===== config.mk =====
export PLATFORM = sky130hd
export DESIGN_NAME = vrf_read_request_rr_arbiter
export DESIGN_NICKNAME = d
export VERILOG_FILES = /design/src/rtl/vrf_read_request_rr_arbiter.sv
export SDC_FILE = /design/constraint.sdc
export NUM_CORES = 1
export LEC_CHECK = 0
export BUFFER_PORTS_ARGS = -buffer_cell sky130_fd_sc_hd__buf_2
export CAP_MARGIN = 0
export CELL_PAD_IN_SITES_DETAIL_PLACEMENT = 1
export CELL_PAD_IN_SITES_GLOBAL_PLACEMENT = 2
export CORE_ASPECT_RATIO = 1.1
export CORE_MARGIN = 8
export CORE_UTILIZATION = 19
export DETAILED_ROUTE_END_ITERATION = 10
export GPL_ROUTABILITY_DRIVEN = 1
export PLACE_DENSITY = 0.77
export SLEW_MARGIN = 25
export SYNTH_ARGS = -nofsm -noshare
export SYNTH_HDL_FRONTEND = slang
export SYNTH_SLANG_ARGS = --single-unit

===== constraint.sdc =====
create_clock -name clock -period 1.4 [get_ports clock]
set_input_delay 0.14 -clock clock [delete_from_list [all_inputs] [get_ports clock]]
set_output_delay 0.14 -clock clock [all_outputs]
set_load 0.03 [all_outputs]

===== src/rtl/vrf_read_request_rr_arbiter.sv =====
`default_nettype none
// ============================================================================
// Module      : vrf_read_request_rr_arbiter
// Description : Round-robin arbiter for N_IN vector-register-file read request
//               channels, feeding a single registered output slot. The slot
//               sustains one request per cycle when downstream keeps accepting.
//               Optional stall counter enabled by macro VRF_ARB_STALL_CNT_EN.
// Revision    : 1.0 - initial release
// ============================================================================
module vrf_read_request_rr_arbiter #(
    parameter int N_IN  = 4,
    parameter int VS_W  = 5,
    parameter int SRC_W = 2,
    parameter int OFF_W = 6,
    parameter int IDX_W = 3,
    parameter int GW    = (N_IN > 1) ? $clog2(N_IN) : 1
) (
    input  logic                    clock,
    input  logic                    reset,
    input  logic [N_IN-1:0]         io_in_valid,
    output logic [N_IN-1:0]         io_in_ready,
    input  logic [N_IN*VS_W-1:0]    io_in_bits_vs,
    input  logic [N_IN*SRC_W-1:0]   io_in_bits_readSource,
    input  logic [N_IN*OFF_W-1:0]   io_in_bits_offset,
    input  logic [N_IN*IDX_W-1:0]   io_in_bits_instructionIndex,
    input  logic                    io_out_ready,
    output logic                    io_out_valid,
    output logic [VS_W-1:0]         io_out_bits_vs,
    output logic [SRC_W-1:0]        io_out_bits_readSource,
    output logic [OFF_W-1:0]        io_out_bits_offset,
    output logic [IDX_W-1:0]        io_out_bits_instructionIndex,
`ifdef VRF_ARB_STALL_CNT_EN
    output logic [15:0]             io_stall_count,
`endif
    output logic [GW-1:0]           io_out_grant
);

    logic              r_full;
    logic [GW-1:0]     r_ptr;
    logic [GW-1:0]     r_grant;
    logic [VS_W-1:0]   r_vs;
    logic [SRC_W-1:0]  r_src;
    logic [OFF_W-1:0]  r_off;
    logic [IDX_W-1:0]  r_idx;

    logic              w_enq_ready;
    logic              w_win_found;
    logic [GW-1:0]     w_win;
    logic              w_enq;

    // The slot can take a new request when empty or when it drains this cycle.
    assign w_enq_ready = !r_full || io_out_ready;

    // Rotating priority search starting at the pointer; first valid channel wins.
    always_comb begin
        w_win_found = 1'b0;
        w_win       = '0;
        for (int k = 0; k < N_IN; k++) begin
            if (!w_win_found && io_in_valid[(int'(r_ptr) + k) % N_IN]) begin
                w_win_found = 1'b1;
                w_win       = GW'((int'(r_ptr) + k) % N_IN);
            end
        end
    end

    // Enqueue only out of reset; this keeps in-flight requests from being lost silently.
    assign w_enq = reset && w_enq_ready && w_win_found;

    // One-hot accept toward the winning channel only.
    always_comb begin
        io_in_ready = '0;
        if (w_enq) begin
            io_in_ready[w_win] = 1'b1;
        end
    end

    // Output slot and pointer update; a simultaneous dequeue+enqueue keeps the slot full.
    always_ff @(posedge clock) begin
        if (!reset) begin
            r_full  <= 1'b0;
            r_ptr   <= '0;
            r_grant <= '0;
            r_vs    <= '0;
            r_src   <= '0;
            r_off   <= '0;
            r_idx   <= '0;
        end else if (w_enq) begin
            r_full  <= 1'b1;
            r_grant <= w_win;
            r_vs    <= io_in_bits_vs[int'(w_win)*VS_W +: VS_W];
            r_src   <= io_in_bits_readSource[int'(w_win)*SRC_W +: SRC_W];
            r_off   <= io_in_bits_offset[int'(w_win)*OFF_W +: OFF_W];
            r_idx   <= io_in_bits_instructionIndex[int'(w_win)*IDX_W +: IDX_W];
            if (int'(w_win) == N_IN - 1) begin
                r_ptr <= '0;
            end else begin
                r_ptr <= w_win + 1'b1;
            end
        end else if (r_full && io_out_ready) begin
            r_full <= 1'b0;
        end
    end

`ifdef VRF_ARB_STALL_CNT_EN
    logic [15:0] r_stall_cnt;

    // Saturating count of cycles the slot is held by downstream backpressure.
    always_ff @(posedge clock) begin
        if (!reset) begin
            r_stall_cnt <= '0;
        end else if (r_full && !io_out_ready && (r_stall_cnt != 16'hFFFF)) begin
            r_stall_cnt <= r_stall_cnt + 16'd1;
        end
    end

    assign io_stall_count = r_stall_cnt;
`endif

    assign io_out_valid                 = r_full;
    assign io_out_grant                 = r_grant;
    assign io_out_bits_vs               = r_vs;
    assign io_out_bits_readSource       = r_src;
    assign io_out_bits_offset           = r_off;
    assign io_out_bits_instructionIndex = r_idx;

endmodule
`default_nettype wire


==> flow_summary.toml <==
[outcome]
status = "complete, but fails checks"
violations = "negative setup slack"

[route]
vias = 1671
routed_wl_um = 6020
drc = 0
drtIter0Drc = 40
viasPerCell = 4.52
firstDrtPassIters = 4
drt.antenna.violating_nets = 0
routedWlPerCell_um = 16.3

[worst_hold_path]
min_path_cells = 3
hp-class = "input port to flip-flop"
min_from = "io_in_bits_offset[10]"
worstHoldEndpoint = "io_out_bits_offset[4]"

[place]
dpl_cell_area_mm2 = 0.00222
dpl.hpwl_um = 4670
pre_cts_slack_ns = -0.201
place_congestion = 0.737
io_buffers = 93

[logic_synthesis]
synth-seq-cells = 21
post_synth_main_area_contributors = "dfxtp_1, mux2i_1, and3_1"
synth_edf_count = 0
syn-num-nets = 234
syn_avg_cell_area_um2 = 8.69
synth_top_cell_by_area = "dfxtp_1"
synth.top_cell.area_share_pct = 29.9
synth_area_mm2 = 0.00141
seq_area_frac_synth_pct = 29.9
syn_inst = 162
synth_cell_types = 32
ys.flop_type = "dfxtp_1"
synthArstFlopShare_pct = 0
ys_warn_count = 0
synth_most_common_cell = "dfxtp_1"
yosys-top-cells-count = "dfxtp_1, mux2i_1, and3_1, nand2_1, a21boi_0"

[global_route]
grt_pass1_vias = 1890
grt_first_pass_wirelength_um = 9400
grt_overflow = 0
grt_max_degree = 19
grtUsageTotal_pct = 11.2
antenna_found_initial = 0

[power]
max-vdd-ir-drop_v = 0.000303
clockPowerShare_pct = 15.0
seqPwrFrac_pct = 27.9
swShare_pct = 39.8
power_density_mw_per_mm2 = 1090
p_leak_uw = 0.00121
power_frac_comb_pct = 57.1
p_int_uw = 1700
switchingPower_uw = 1130

[run]
max_cap_viol_count = 0

[critical_path]
crit_fanout = 5
critPathBufInv = 2
cp.required_ns = 1.26
r2r_slack_ns = -0.27
critPathLaunchType = "flip-flop"
slowest_delay_ns = 0.37
crit_type = "flip-flop to output pin"
crit_chain = "mux2i_1 > o22a_2 > nand2_4 > inv_4 > ha_4 > and2_4 > buf_6"
cp_slowest_cell = "dfxtp_4"
rr_worst_depth = 8
end_kind = "output pin"
r2r_end = "io_out_bits_instructionIndex[1]"
cp_top_family = "flip-flops"
reg2reg_from = "r_ptr[1]"
crit_arrival_ns = 1.59

[clocking]
clock-root-buffer = "clkbuf_8"
numClockSinks = 21
numCtsBuffers = 3
cts_tree = "yes"
htreeDepth = 1
clk_latency_ns = 0.26
path_clk_slew_ns = 0.08
clk_path_buf_depth = 2

[timing]
period_needed_ns = 1.73
slew_headroom_pct = 78.0
slew_viol_final = 0
fmax_ghz = 0.578
period_share_pct = 124
rsz0062_at_grt = "yes"
hold_violations = 0
worst_slew_pin_slew_ns = 0.329
skew_ns = 0.00169
finalSetupViolations = 21
postLayoutSetupSlackWorst_ns = -0.329

[cells_and_area]
area_growth_pct = 83.7
fin_area_mm2 = 0.00259
drive_gt1_share_pct = 64.7
num_antenna_cells = 0
fin_nets = 356

[die]
die_x_um = 98.1
start_util_pct = 19.3
coreArea_mm2 = 0.00731
ios = 94
design.die.area_mm2 = 0.0104
rows = 33
die_h_um = 106
## through the flow
stage	std cells	utilization (%)	total power (uW)	hold slack [ns]	TNS [ns]
after detailed placement	353	30.4	2120	0.452	-3.27
after CTS	365	33.1	2710	0.170	-3.94
after global routing	370	35.4	3000	0.193	-6.41
final	370	35.4	2830	0.175	-5.16
after global placement	353	30.4	2100	0.446	-2.98
after floorplan	162	-	1620	0.342	-0.671
## placed cells by master, fill, tap and decap left out, drive strengths merged
master and instances:
inv 3, dfxtp 21, a21oi 6, buf 128, mux2i 17, o31ai 1
and3 17, o211ai 11, o21ai 13, ha 1, o22a 1, nor3 1
a221oi 1, nand2b 3, nand3 3, nand2 17, a21boi 13, nor2b 1
or4 1, and2b 2, clkbuf 5, and2 4, nor2 3, a211oi 10
## state kept, by name (all words and copies together) (netlist names)
register	cells
io_out_bits_readSource	2
r_ptr	2
io_out_bits_offset	6
io_out_bits_instructionIndex	3
io_out_grant	2
io_out_valid	1
io_out_bits_vs	5
## layout make-up
| class | count | area (um2) |
|---|---|---|
| fill | 864 | 4720 |
| timing repair buffer | 129 | 878 |
| sequential | 21 | 425 |
| clock buffer | 4 | 45.0 |
| inverter | 3 | 13.8 |
| tap | 87 | 109 |
| multi-input combinational | 126 | 1110 |
## repair_timing
action                     in CTS  in global routing
resized for setup              36                 28
hold buffers                    0                  0
setup endpoints to repair      23                 24
cloned                          0                  1
setup buffers                   9                  4
pin swaps                      17                 19
## cell families (layout without fill, tap and decap cells)
| family | after synthesis | count (layout) | synth area share, % |
|---|---|---|---|
| buffers and inverters | 15 | 136 | 6.40 |
| flip-flops | 21 | 21 | 29.9 |
| adder cells (fa/ha/maj) | 1 | 1 | 0.889 |
| multiplexers | 17 | 17 | 12.1 |
| AND/OR/NAND/NOR | 52 | 52 | 21.0 |
| AO/OA/AOI/OAI | 56 | 56 | 29.8 |
## worst max-delay path by stage
stage | startpoint | endpoint | slack, ns | depth (start not counted)
finish | r_ptr[1] | io_in_ready[3] | -0.33 | 7
floorplan | io_in_valid[0] | io_out_bits_instructionIndex[2] | -0.06 | 6
detailed placement | io_in_valid[2] | io_out_bits_readSource[0] | -0.20 | 7
global route | r_ptr[1] | io_in_ready[3] | -0.39 | 7
CTS | r_ptr[1] | io_in_ready[3] | -0.35 | 7
global placement | io_in_valid[0] | io_out_bits_readSource[0] | -0.17 | 7
## power groups by stage
stage / sequential [uW] / combinational, uW / clock, uW
after floorplan: 1010 / 607 / 0
after global placement: 795 / 1300 / 0
after detailed placement: 799 / 1320 / 0
after CTS: 788 / 1480 / 451
after global routing: 805 / 1730 / 466
final: 791 / 1620 / 424
## per-layer routing
layer	up-vias	part of all wire (%)	GRT usage [%]
met5	-	0	0
met4	0	0.30	1.67
met3	2	7.4	4.12
met2	57	49	20.4
met1	772	43	12.3
li1	840	-	-
## worst register-to-register path, cell delays in order (launching register included)
cell	delay, ns
dfxtp_4	0.37
mux2i_1	0.12
o22a_2	0.26
buf_4	0.14
buf_6	0.12
buf_12	0.13
and3_1	0.17
o21ai_1	0.14
o211ai_1	0.10
(Power assumes the default switching activity.)
